===== src/rtl/decode_buffer.sv =====
// Decodes fetch instructions on entry and buffers {instr, pc, ctrl} in a DEPTH-entry FIFO toward execute.
// Latency: one cycle from push edge to out_valid; in_ready drops only when full (or in reset).
module decode_buffer #(
  parameter int DEPTH  = 2,
  parameter int XLEN   = 32,
  parameter int FPU_EN = 1
) (
  input  logic                       clk,
  input  logic                       rstn,
  input  logic                       in_valid,
  output logic                       in_ready,
  input  logic [31:0]                in_instr,
  input  logic [XLEN-1:0]            in_pc,
  input  logic                       flush,
  output logic                       out_valid,
  input  logic                       out_ready,
  output logic [31:0]                out_instr,
  output logic [XLEN-1:0]            out_pc,
  output logic [13:0]                out_ctrl,
  output logic                       out_fp_write,
  output logic                       out_illegal,
  output logic [$clog2(DEPTH):0]     out_count
);

  localparam int AW = $clog2(DEPTH);
  localparam int CW = AW + 1;

  typedef struct packed {
    logic [31:0]     instr;
    logic [XLEN-1:0] pc;
    logic [13:0]     ctrl;
    logic            fp_write;
    logic            illegal;
  } entry_t;

  entry_t          mem [DEPTH];
  entry_t          dec;
  entry_t          head;
  logic [AW-1:0]   rd_ptr;
  logic [AW-1:0]   wr_ptr;
  logic [CW-1:0]   count;
  logic            full;
  logic            push;
  logic            pop;

  // ctrl = {reg_write, imm_src[2:0], alu_src, mem_write, result_src[2:0], branch, alu_op[1:0], jump, c_reg_write}
  always_comb begin
    dec          = '0;
    dec.instr    = in_instr;
    dec.pc       = in_pc;
    dec.illegal  = 1'b0;
    case (in_instr[6:0])
      7'b0000011: dec.ctrl = 14'b1_000_1_0_001_0_00_0_0;
      7'b0100011: dec.ctrl = 14'b0_001_1_1_000_0_00_0_0;
      7'b0010111: dec.ctrl = 14'b1_101_1_0_000_0_11_0_0;
      7'b0110011: dec.ctrl = 14'b1_000_0_0_000_0_10_0_0;
      7'b0110111: dec.ctrl = 14'b1_101_0_0_100_0_00_0_0;
      7'b1100011: dec.ctrl = 14'b0_010_0_0_000_1_01_0_0;
      7'b0010011: begin
        if (in_instr[14:12] == 3'b001 || in_instr[14:12] == 3'b101)
          dec.ctrl = 14'b1_100_1_0_000_0_10_0_0;
        else
          dec.ctrl = 14'b1_000_1_0_000_0_10_0_0;
      end
      7'b1100111: dec.ctrl = 14'b1_000_1_0_010_0_10_1_0;
      7'b1101111: dec.ctrl = 14'b1_011_0_0_010_0_00_1_0;
      7'b1110011: dec.ctrl = 14'b1_000_0_0_011_0_00_0_1;
      7'b0000111: begin
        if (FPU_EN != 0) begin
          dec.ctrl     = 14'b0_000_1_0_001_0_00_0_0;
          dec.fp_write = 1'b1;
        end else begin
          dec.illegal  = 1'b1;
        end
      end
      7'b0100111: begin
        if (FPU_EN != 0) dec.ctrl = 14'b0_001_1_1_000_0_00_0_0;
        else             dec.illegal = 1'b1;
      end
      7'b1010011: begin
        if (FPU_EN != 0) begin
          dec.ctrl     = 14'b0_000_0_0_101_0_00_0_0;
          dec.fp_write = 1'b1;
        end else begin
          dec.illegal  = 1'b1;
        end
      end
      default:    dec.illegal = 1'b1;
    endcase
  end

  assign full      = (count == CW'(DEPTH));
  assign in_ready  = rstn && !full;
  assign out_valid = rstn && (count != '0);
  assign push      = in_valid && in_ready && !flush;
  assign pop       = out_valid && out_ready;
  assign out_count = count;

  always_ff @(posedge clk) begin
    if (!rstn || flush) begin
      count  <= '0;
      rd_ptr <= '0;
      wr_ptr <= '0;
    end else begin
      if (push) wr_ptr <= wr_ptr + AW'(1);
      if (pop)  rd_ptr <= rd_ptr + AW'(1);
      case ({push, pop})
        2'b10:   count <= count + CW'(1);
        2'b01:   count <= count - CW'(1);
        default: count <= count;
      endcase
    end
  end

  // Storage is deliberately left unreset; out_* are masked by out_valid instead.
  always_ff @(posedge clk) begin
    if (push) mem[wr_ptr] <= dec;
  end

  assign head         = mem[rd_ptr];
  assign out_instr    = out_valid ? head.instr    : '0;
  assign out_pc       = out_valid ? head.pc       : '0;
  assign out_ctrl     = out_valid ? head.ctrl     : '0;
  assign out_fp_write = out_valid ? head.fp_write : 1'b0;
  assign out_illegal  = out_valid ? head.illegal  : 1'b0;

endmodule


===== config.mk =====
export PLATFORM = sky130hd
export DESIGN_NAME = decode_buffer
export DESIGN_NICKNAME = d
export VERILOG_FILES = /design/src/rtl/decode_buffer.sv
export SDC_FILE = /design/constraint.sdc
export NUM_CORES = 1
export LEC_CHECK = 0
export CAP_MARGIN = 25
export CORE_MARGIN = 3
export CORE_UTILIZATION = 54
export CTS_CLUSTER_SIZE = 8
export DETAILED_ROUTE_END_ITERATION = 16
export MAX_ROUTING_LAYER = met4
export PLACE_DENSITY = 0.86
export SLEW_MARGIN = 5
export SYNTH_ARGS = -nofsm -noshare
export SYNTH_HDL_FRONTEND = slang
export SYNTH_SLANG_ARGS = --single-unit

===== constraint.sdc =====
create_clock -name clk -period 8 [get_ports clk]
set_clock_uncertainty 0.15 [all_clocks]
set_input_delay 1.6 -clock clk [delete_from_list [all_inputs] [get_ports clk]]
set_output_delay 1.6 -clock clk [all_outputs]
set_load 0.02 [all_outputs]

Yosys cells after proc, flatten, opt, wreduce, memory -nomap -nowiden. Memories as Yosys holds them, arrays and structs flattened. A register that Yosys moved wholly into a read port is not among the register bits. Cells that the tools add are included.

Register bits after elaboration: 4. Latch bits: 0. Memory bits (writable): 160. Bits in read-only memories: 0. Output and inout bits: 84. Memories kept: 1.

Add/subtract/negate cells: 4. Multiply operators: 0. Divide/modulo/power cells: 0. Order comparisons: 0. Eq/ne operators: 18. Shift-type cells: 0. Mux-type cells: 14. Bitwise gates (word level): 0. Reductions and logical operators: 15.

Memory list: mem (depth 2, bits a word 80, rd ports 1, clocked after memory_dff 1, wr ports 1, line 36) `entry_t mem [DEPTH];`.

Operator list (count): 14-bit case mux with 12 select lines (1); 32-bit two-way mux (2); 7-bit == test (second input constant) (5); 7-bit by 6-bit == test with 1-bit output (second input constant) (4); 7-bit by 5-bit == test with 1-bit output (second input constant) (2); 14-bit two-way mux (1); 13-bit two-way mux (1); 13-bit OR reduction (1); 1-bit two-way mux (8); 7-bit by 2-bit == test with 1-bit output (second input constant) (1); 7-bit by 3-bit == test with 1-bit output (second input constant) (1); 1-bit logical AND (5); 2-bit == test (second input constant) (2); 2-bit case mux with 2 select lines (1); 2-bit nonzero test (2); 2-bit OR reduction (2); 3-bit by 1-bit == test with 1-bit output (second input constant) (1); 3-bit == test (second input constant) (1); 1-bit zero test (3); 1-bit adder (second input constant) (2); 2-bit by 1-bit adder with 2-bit output (second input constant) (1); 2-bit by 1-bit == test with 1-bit output (second input constant) (1); 1-bit logical OR (2); 2-bit by 1-bit subtractor with 2-bit output (second input constant) (1).

Depth between registers and ports, before layout.
Depth in word-level cells: 7. Gate-level depth with buffers: 7.

Worst setup path after synthesis. No wires, ideal clock.

Kind: input to register. From: in rstn. To: mem mem[0][0] (netlist bit) (enable). Setup time: 519 ps. Arrival: 5359 ps. Path slack: 1971 ps. Cell stages on the path: 3. Buffers on the path: 0. Path through: nor2b_1 > nand3_1 > nor2_1.

Word-level cells in the longest chain between the ends: 5.

RTL lines: start, declared (line 9) `input logic rstn,`; 1-bit logical AND (line 93) `assign in_ready = rstn && !full;`; 1-bit logical AND (2 in series) (line 95) `assign push = in_valid && in_ready && !flush;`; 1-bit two-way mux (line 117) `if (push) mem[wr_ptr] <= dec;`; 1-bit two-way mux (implied by the code) (line 117); end, declared (line 36).

Every way passes these cells.

Final worst setup path.
From: in rstn. To: out out_ctrl[11].

Word-level cells in the longest chain between the ends: 2.

RTL lines: 1-bit logical AND (line 94) `assign out_valid = rstn && (count != '0);`; 14-bit two-way mux (line 123) `assign out_ctrl = out_valid ? head.ctrl : '0;`; end, declared (line 19) `output logic [13:0] out_ctrl,`.

Every way passes these cells.

==> results.md <==
- Status: finished clean
- Netlist cell types: 35
- Seq/Total Area, Yosys: around three quarters
- FF-to-FF Start: out_count[0]
- Register bit total from synthesis: 165
- Hold Crit Start: rd_ptr
- Routed WL per cell: around 18 um
- Hold Buf Count CTS: 0
- Nets: between 600 and 700
- Slew margin rel.: a little under two fifths
- IO buf count: around 150
- Post-Syn Nets: just under 500
- Kind of critical path: in -> out
- RSZ-0062 raised after global routing: false
- Mapped Area: approximately 6600 um^2
- Final Cycle Share: between 60% and 70%
- Worst Setup End Kind: primary output
- DR pass1 iterations: 5
- Power, Total: about 0.0018 W
- Measured slew at the worst slew-check pin: between 0.9 and 1 ns
- Final hold vios: 0
- CP Data Arrival Time: 3.83 ns
- Synth Warn #: 0
- Inserted Diodes: 0
- Final WS setup: 2.418 ns
- Via Count: 4032
- Count of pins over their slew limit: 0
- Synth-to-layout area growth: 33.37%
- I/O pins: between 150 and 200
- Mapped Avg Cell Area: roughly 15 um^2
- Worst hold margin: between 0.3 and 0.4 ns
- Clk_lat worst skew: ~0.4 ns
- Worst r2r path cells: 4
- Std-Cell Rows: 39
- Leak pwr: 2.713 nW
- Worst-path clk slew: 0.06 ns
- Max Cap Viol: 0
- Share of final-layout standard cells stronger than drive strength 1: 7.313%
- Post-CTS Resized: 0
- Root Buffer: clkbuf_16
- Peak supply drop: 129.8 uV
- Initial antenna violation count: 0
- Detailed Place HPWL: between 8 and 9 mm
- Post-synth ARST share: 0%
- Cts bufs inserted: 17
- Vias/cell: between 5 and 6
- Gr usage total: about a fifth
- EDFF count, synth: 160
- R2R Setup Slk: 5.03 ns
- Synth top area share: 73.35%
- Top achievable clock speed: 179.2 MHz
- R2R Path End: mem[1][68]
- Placed cells: about 700
- Worst min-delay path class: reg -> reg
- Count leader, synth: edfxtp_1
- Minimum clock period: about 5.6 ns
- First-pass GRT wire length: 20.40 mm
- Worst EP required: 6.25 ns
- Core Area: about 12000 um^2
- Vias in the first global route: 4003
- Crit-path max FO: between 40 and 50
- Dpl ws: roughly 2.4 ns
- Antenna Nets Post-Route: 0
- Die Area: 13490 um^2
- Largest net degree at the start of global routing: 52
- Main synth FF type: edfxtp_1
- Post-synth top cells: edfxtp_1, nor2_1, mux2i_1
- Final wirelength: 13.41 mm
- Die Ht: between 100 and 150 um
- Dominant cells by area after synthesis: edfxtp_1, mux2i_1, nor2_1
- Grt total ovfl: 0
- Die width: roughly 120 um
- Setup bufs post-CTS: 0
- Worst hold path cell count: 2
- Final Wtd Congestion: about 0.78
- Cells after synthesis: between 400 and 500
- Startpoint Class: input port
- Max clock buf depth: 2
- Drt drc: 0
- Clock H-tree levels: 4
- Setup TNS: 0 ns
- Leading area contributor after synthesis: edfxtp_1
- Clk sink count: approximately 170
- Initial Util: a little under three fifths
- Hold Path Sink: rd_ptr
- Final cell count without fillers: roughly 730
- DR iter-0 viols: roughly 310
- CTS tree: done
- Power per cell area: approximately 200 nW/um^2
- Setup violators final: 0
worst max-delay path: stages:
cell and delay (ns):
clkdlybuf4s50_1 0.50, o21ai_4 0.38, buf_4 0.55, nor2_1 0.16
clkdlybuf4s50_1 0.58
layer usage:
layer	up-vias	global-route usage (%)	part of all wire, %
li1	1871	-	-
met5	-	-	0
met1	1978	25.46	41
met2	160	33.68	51
met3	23	4.715	6.0
met4	0	7.347	1.8
stage by stage:
stage               instance area (um^2)  utilization, %
floorplan                           6550               -
global placement                    8200           70.61
detailed placement                  8200           70.61
CTS                                 8736           75.22
global route                        8736           75.22
finish                              8736           75.22
report_power, final:
group / switching [W] / leakage [nW] / total [W] / internal (W)
sequential: 0.00000504 / 1.46 / 0.000970 / 0.000965
combinational: 0.0000459 / 0.993 / 0.0000940 / 0.0000481
clock: 0.000330 / 0.263 / 0.000728 / 0.000398
total: 0.000381 / 2.71 / 0.00179 / 0.00141
state kept, by name, indices dropped and copies added, names as in the netlist, named ones only:
| signal | cells |
|---|---|
| mem | 160 |
| out_count | 2 |
| rd_ptr | 1 |
| wr_ptr | 1 |
cell type report:
class | count | area (um^2)
Clock inverter | 15 | 110.1
Multi-Input combinational cell | 232 | 1550
Sequential cell | 165 | 4908
Fill cell | 724 | 2878
Inverter | 3 | 11.26
Timing Repair Buffer | 156 | 1551
Clock buffer | 17 | 425.4
Tap cell | 143 | 178.9
cell usage in the layout, fill, tap and decap left out, types with 2 or more instances in the layout:
cell type          n
nor3b_1            2
inv_1              2
nor2_1            88
or2_2              2
buf_4              4
o21ai_0            7
a21oi_1            8
nand2b_1           3
nor3_1             3
inv_6              2
nor2_4             2
mux2i_1           81
nand3b_1           3
dfxtp_1            4
nand4b_1           2
and3_1             2
nand3_1            2
clkbuf_16         17
edfxtp_1         160
clkdlybuf4s50_1  152
clkinvlp_4         2
nand2_1            8
xor2_1             2
clkinv_4           6
or3_1              2
clkinv_2           5
and2_1             2
cell families (layout without fill, tap and decap cells):
logic type | count (synthesis) | count (layout) | synth area share (%)
xor gates and xnor gates | 3 | 3 | 0.4012
and+or+nand+nor | 126 | 126 | 8.424
muxes | 81 | 81 | 12.38
AOI/OAI and AO/OA | 21 | 21 | 1.929
adders and majority gates | 1 | 1 | 0.1910
buffers and inverters | 26 | 191 | 1.796
DFF | 165 | 165 | 74.88
worst max-delay path by stage:
stage / startpoint / cells after the start / end / slack [ns]
2_1_floorplan: rstn / 3 / mem[0][0] / 1.97
3_3_place_gp: rstn / 5 / out_ctrl[6] / 2.49
3_5_place_dp: rstn / 5 / out_ctrl[11] / 2.44
4_1_cts: rstn / 5 / out_ctrl[11] / 2.43
5_1_grt: rstn / 5 / out_ctrl[11] / 2.29
6_report: rstn / 5 / out_ctrl[11] / 2.42
Note: power is estimated with default switching activity, not from simulation.
